[src/rtl/pulse_period_meter.sv]
// pulse_period_meter
//
// Measures the spacing between rising edges of a periodic strobe, in clk
// cycles. This is the receive side of a tick/strobe link: a divider turns a
// cycle count into a pulse train, and this block turns the pulses back into
// a cycle count. Use it for tick-rate checks and stalled-source detection.
//
// Parameters:
//   CNT_W       width of the period counter and of period_out
//   MAX_PERIOD  timeout threshold in clk cycles, 2 <= MAX_PERIOD < 2**CNT_W
//
// Ports:
//   clk           system clock, all logic on posedge
//   rst_n         synchronous active-low reset
//   pulse_in      strobe to measure, asynchronous to clk
//   period_out    last measured period (or 4-period mean), held between updates
//   period_valid  one-cycle strobe when period_out updates
//   locked        a valid period has been reported since reset/timeout
//   timeout       level, high while no edge has arrived for MAX_PERIOD cycles
//
// Build option:
//   PULSE_PERIOD_METER_AVG_EN  when defined, period_out is the truncated mean
//                              of the last 4 periods. Valid and locked appear
//                              only once 4 periods have been collected.
module pulse_period_meter #(
   parameter int CNT_W      = 28,
   parameter int MAX_PERIOD = 200_000
) (
   input  logic             clk,
   input  logic             rst_n,
   input  logic             pulse_in,
   output logic [CNT_W-1:0] period_out,
   output logic             period_valid,
   output logic             locked,
   output logic             timeout
);

   localparam logic [CNT_W-1:0] MAX_CNT = CNT_W'(MAX_PERIOD);
   localparam logic [CNT_W-1:0] ONE     = CNT_W'(1);

   typedef enum logic [1:0] {IDLE, MEASURE, TIMEOUT} state_t;

   state_t           state, state_nxt;
   logic             sync1, sync2, prev;
   logic             rise;
   logic [CNT_W-1:0] cnt, cnt_nxt;
   logic             meas;       // a period completes this cycle
   logic             tmo_enter;  // MAX_PERIOD reached without an edge

   // Two-flop synchronizer, then one more stage for edge detection.
   always_ff @(posedge clk) begin
      if (!rst_n) begin
         sync1 <= 1'b0;
         sync2 <= 1'b0;
         prev  <= 1'b0;
      end else begin
         sync1 <= pulse_in;
         sync2 <= sync1;
         prev  <= sync2;
      end
   end

   assign rise = sync2 & ~prev;

   always_comb begin
      state_nxt = state;
      cnt_nxt   = cnt;
      meas      = 1'b0;
      tmo_enter = 1'b0;
      case (state)
         IDLE: begin
            // First edge only arms the counter.
            if (rise) begin
               state_nxt = MEASURE;
               cnt_nxt   = ONE;
            end
         end
         MEASURE: begin
            // An edge coinciding with cnt == MAX_CNT still counts as a period.
            if (rise) begin
               meas    = 1'b1;
               cnt_nxt = ONE;
            end else if (cnt >= MAX_CNT) begin
               state_nxt = TIMEOUT;
               tmo_enter = 1'b1;
            end else begin
               cnt_nxt = cnt + ONE;
            end
         end
         TIMEOUT: begin
            // Re-arm without reporting; the span since the last edge is unknown.
            if (rise) begin
               state_nxt = MEASURE;
               cnt_nxt   = ONE;
            end
         end
         default: state_nxt = IDLE;
      endcase
   end

   always_ff @(posedge clk) begin
      if (!rst_n) begin
         state   <= IDLE;
         cnt     <= '0;
         timeout <= 1'b0;
      end else begin
         state   <= state_nxt;
         cnt     <= cnt_nxt;
         timeout <= (state_nxt == TIMEOUT);
      end
   end

`ifdef PULSE_PERIOD_METER_AVG_EN
   logic [CNT_W-1:0] hist [4];
   logic [CNT_W+1:0] sum, sum_nxt;
   logic [2:0]       fill;

   // Running sum: add the new period, drop the oldest. Until the buffer has
   // filled, the oldest slot is still zero from the last clear.
   assign sum_nxt = sum + {2'b00, cnt} - {2'b00, hist[3]};

   always_ff @(posedge clk) begin
      if (!rst_n) begin
         period_out   <= '0;
         period_valid <= 1'b0;
         locked       <= 1'b0;
         sum          <= '0;
         fill         <= '0;
         for (int i = 0; i < 4; i++) hist[i] <= '0;
      end else begin
         period_valid <= 1'b0;
         if (tmo_enter) begin
            locked <= 1'b0;
            sum    <= '0;
            fill   <= '0;
            for (int i = 0; i < 4; i++) hist[i] <= '0;
         end else if (meas) begin
            hist[0] <= cnt;
            hist[1] <= hist[0];
            hist[2] <= hist[1];
            hist[3] <= hist[2];
            sum     <= sum_nxt;
            if (fill != 3'd4) fill <= fill + 3'd1;
            if (fill >= 3'd3) begin
               period_out   <= sum_nxt[CNT_W+1:2];
               period_valid <= 1'b1;
               locked       <= 1'b1;
            end
         end
      end
   end
`else
   always_ff @(posedge clk) begin
      if (!rst_n) begin
         period_out   <= '0;
         period_valid <= 1'b0;
         locked       <= 1'b0;
      end else begin
         period_valid <= meas;
         if (meas) begin
            period_out <= cnt;
            locked     <= 1'b1;
         end else if (tmo_enter) begin
            locked <= 1'b0;
         end
      end
   end
`endif

endmodule
[config.mk]
export PLATFORM = sky130hd
export DESIGN_NAME = pulse_period_meter
export DESIGN_NICKNAME = d
export VERILOG_FILES = /design/src/rtl/pulse_period_meter.sv
export SDC_FILE = /design/constraint.sdc
export NUM_CORES = 1
export LEC_CHECK = 0
export ABC_CLOCK_PERIOD_IN_PS = 4600
export CAP_MARGIN = 20
export CORE_MARGIN = 2
export CORE_UTILIZATION = 58
export CTS_CLUSTER_SIZE = 8
export DETAILED_ROUTE_END_ITERATION = 8
export PLACE_DENSITY = 0.83
export SLEW_MARGIN = 10
export SYNTH_ARGS = -nofsm -noshare
export SYNTH_HDL_FRONTEND = slang
export SYNTH_SLANG_ARGS = --single-unit
[constraint.sdc]
create_clock -name clk -period 4.6 [get_ports clk]
set_input_delay 0.92 -clock clk [delete_from_list [all_inputs] [get_ports clk]]
set_output_delay 0.92 -clock clk [all_outputs]
set_load 0.03 [all_outputs]
; ---- Word-level counts from Yosys, hierarchy flattened
; Index checks and enable logic that the tools add are counted.
[totals]
register_bits = 64
in_bits = 3
output_inout_bits = 31
wordCells = 38
[op_classes]
n_addsub = 1
n_lt_le_gt_ge = 1
n_eq_ne = 5
muxes = 15
n_bitwise = 2
n_reduce_logical = 5
[op_table]
columns = operator, n
row1 = $mux W28, 3
row2 = $pmux W28 S2, 1
row3 = $add A28 B1 Y28 const B, 1
row4 = $ge A28 B18 Y1 const B, 1
row5 = $mux W1, 7
row6 = $mux W2, 3
row7 = $eq A2 B2 Y1 const B, 2
row8 = $pmux W2 S2, 1
row9 = $reduce_bool A2 Y1, 2
row10 = $ne A3 B3 Y1 const B, 1
row11 = $reduce_and A3 Y1, 1
row12 = $eq A2 B1 Y1 const B, 1
row13 = $logic_not A2 Y1, 1
row14 = $ne A2 B1 Y1 const B, 1
row15 = $reduce_or A2 Y1, 1
row16 = $and A1 B1 Y1, 1
row17 = $not A1 Y1, 1

; ---- Longest topological paths before layout
[depth]
word_depth = 6
mapped_depth = 7
depth_no_buf = 6

; ---- Least setup slack after synthesis
; OpenSTA, ideal clock, no wires.
[synth_timing]
path_type = register to register
startpoint = reg cnt[23]
endpoint = reg cnt[5]
setup_time_ns = 0.073
t_arrival_ns = 2.193
required_ns = 4.527
setup_slack_ns = 2.333
path_stages_with_launch = 6
path_buffers = 0
period_less_slack_ns = 2.267
cell_sequence = dfxtp_1 -> or4_1 -> or3_4 -> o311a_1 -> or4_1 -> a21oi_1
[synth_between]
elab_chain_cells = 3
[synth_lines]
columns = element, line
row1 = start: declaration, 46  ; logic [CNT_W-1:0] cnt, cnt_nxt;
row2 = start signal: assignment, 108  ; cnt <= cnt_nxt;
row3 = $ge A28 B18 Y1, 83  ; end else if (cnt >= MAX_CNT) begin
row4 = $ne A3 B3 Y1 (no line), n/a
row5 = $reduce_and A3 Y1 (no line), n/a
; No other way between the ends.
; A chain may end at the register's enable or synchronous reset.

==> results by group <==
STA
  • Min Hold Slack: roughly 0.43 ns
  • Worst-Margin Slew: 0.946 ns
  • Max Clock Skew: slightly below 0.007 ns
  • Max Slew Vio Count: 0
  • Setup TNS: 0 ns
  • Final period utilization: 56.2%
  • Final Hold Viols: 0
  • Endpoints failing setup: 0
  • Highest Clock Rate: a little under 400 MHz
  • Rel. slew slack: 36.8%
  • Post-layout min period: 2.58 ns
  • RSZ-0062 raised after global routing: no

Clock network
  • Hold buffer count at cts: 0
  • CTS tree: built
  • PostCTS Resize Cnt: 0
  • TritonCTS Sinks: 64
  • CTS H-tree lvls: 3
  • CTS buffer count: 9
  • Root buffer cell: clkbuf_8
  • Clock tree buffer depth: 2
  • CTS clock-pin slew for the worst setup and hold paths: approximately 0.070 ns
  • Setup bufs post-CTS: 0
  • Clk_lat worst skew: approximately 0.34 ns

Worst setup path
  • CP Capture Type: flop
  • Crit path kind: primary input to flop
  • Startpoint types: primary input
  • CP Max Fanout: 40
  • Critical Path AT: 2.85 ns
  • Req. time, crit path: between 4 and 5 ns

Power and ir drop
  • Pwr Total: around 1200 µW
  • Switching share of power: 20.9%
  • Leakage power: 0.00108 µW
  • Combinational power share: 4.3%
  • PwrDens: 382 mW/mm²
  • Peak supply drop: 295 µV
  • Power share of the sequential group: a little under half
  • Sw Pwr: 254 µW
  • Pint: a little under 1000 µW
  • Clock share of power: 49.5%

Die
  • Die width: 70.7 µm
  • CORE AREA: 0.00432 mm²
  • Starting Density: 59.7%
  • Row count: 24
  • Die Area: between 0.004 and 0.005 mm²
  • Die H: 70.7 µm
  • Ports: 34

Drt
  • Via count: between 2000 and 2500
  • Final wirelength: 5460 µm
  • WL/cell: 13.9 µm
  • DRC: 0
  • 1st-iter DRT viols: 169
  • Via-to-Cell Ratio: approximately 5.7
  • DRT Pass-1 Iters: 4
  • Number of nets with antenna violations after detailed routing: 0

Logic synthesis
  • Synth Flop Type: dfxtp_1
  • Synth top area share: 49.6%
  • Post-synth EDFFs: 0
  • Share of flip-flops with an asynchronous set or reset: 0%
  • Synth area leader: dfxtp_1
  • Post-synth cell types: 37
  • Yosys warns: 0
  • Syn nets: about 300
  • Register area share after synthesis: about 50%
  • Most frequent cell after synthesis: nand2_1
  • Synth top cells by count: 76 x nand2_1, 64 x dfxtp_1, 29 x a21boi_0
  • Mean Syn Cell Area: about 8.5 µm²
  • Ranking of synthesized cells by area: dfxtp_1 50%, nand2_1 11%, a21boi_0 8.4%
  • #FFs+latches synth: 64
  • Synth Instances: 304
  • Post-Syn Area: around 0.0026 mm²

Finish
  • Post-layout util: between 70% and 80%
  • Nets: 340
  • Antenna fix cells: 0
  • Layout cells sized above 1: 7.35%
  • Area Overhead vs Synth: 23.7%
  • Final Non-Filler Cells: 392

Placement
  • HPWL after DPL: 3530 µm
  • Routability congestion estimate: roughly 0.89
  • I/O Buffers: 33
  • # placed instances: 376

Hold path
  • Tightest Hold Check Type: flop to flop

GRT
  • Global-route usage over all layers: 23.4%
  • Vias in the first global route: 2021
  • Largest net degree at the start of global routing: 41
  • GRT Residual Overflow: 0
  • Initial antenna violation count: 0
  • First-pass GRT wire length: 9380 µm

Run status
  • Outcome: finished, final reports clean

Flow run
  • Max Cap Viol: 0
==> cells in the final DEF (no fill, tap or decap), drive strengths merged, types with 3 or more instances in the layout <==
master	Yosys	layout
a21boi	29	29
a21oi	9	9
a31oi	8	8
and2	15	15
buf	1	3
bufinv	0	3
clkbuf	15	11
clkdlybuf4s50	0	33
dfxtp	64	64
inv	5	5
nand2	76	76
nand3	7	7
nand4	6	6
nor2	8	8
nor2b	3	3
nor3	7	7
nor4	3	3
o21ai	13	13
or3	7	7
or4	4	4
==> stage by stage <==
stage / cell area [µm²] / setup WS [ns]
detailed placement: 2940 / 1.72
global placement: 2940 / 1.78
global route: 3190 / 1.81
floorplan: 2580 / 2.33
finish: 3190 / 2.02
CTS: 3190 / 2.02
==> kinds of logic after synthesis <==
| group | count (synthesis) | synth area share [%] |
|---|---|---|
| AO/OA/AOI/OAI | 73 | 19.5 |
| adder cells (fa/ha/maj) | 2 | 0.969 |
| buffers and inverters | 21 | 3.10 |
| flip-flops | 64 | 49.6 |
| multiplexers | 1 | 0.388 |
| AND/OR/NAND/NOR | 143 | 26.4 |
==> registers in the layout, summed over array words and instances, names as in the netlist <==
register,count
period_valid,1
prev,1
sync1,1
cnt,28
sync2,1
period_out,28
timeout,1
locked,1
state,2
==> power groups by stage <==
stage                     combinational (µW)  sequential, µW  clock (µW)
after global routing                    58.1             564         636
final                                   52.4             563         603
after CTS                               52.5             563         608
after global placement                  50.8             576           0
after floorplan                         39.7             574           0
after detailed placement                52.0             576           0
==> metal layers <==
metal	global-route usage, %	up-vias	wire, µm
li1	-	1122	-
met1	29.7	1051	2460
met2	38.2	58	2660
met3	4.70	11	249
met4	11.1	0	91
met5	0	-	0
==> worst max-delay path: stages <==
cell and delay, ns:
clkdlybuf4s50_1 0.45, buf_4 0.30, nand3_1 0.11, a311oi_1 0.70, a41oi_1 0.20, a31oi_1 0.16
==> layout make-up <==
| cell class | count | area (µm²) |
|---|---|---|
| Tap cell | 52 | 65.1 |
| Fill cell | 352 | 1130 |
| Clock inverter | 5 | 103 |
| Inverter | 5 | 18.8 |
| Sequential cell | 64 | 1280 |
| Clock buffer | 11 | 151 |
| Timing Repair Buffer | 36 | 353 |
| Multi-Input combinational cell | 219 | 1220 |
==> final timing paths <==
check,slack [ns],to,cells after the start,startpoint
setup / recovery,2.02,cnt[4]$_SDFFE_PN0P_,6,rst_n
hold / removal,0.43,sync2$_SDFF_PN0_,1,sync1$_SDFF_PN0_
setup reg to reg,2.03,cnt[5]$_SDFFE_PN0P_,5,cnt[23]$_SDFFE_PN0P_
hold reg to reg,0.43,sync2$_SDFF_PN0_,1,sync1$_SDFF_PN0_
(Power assumes the default switching activity.)
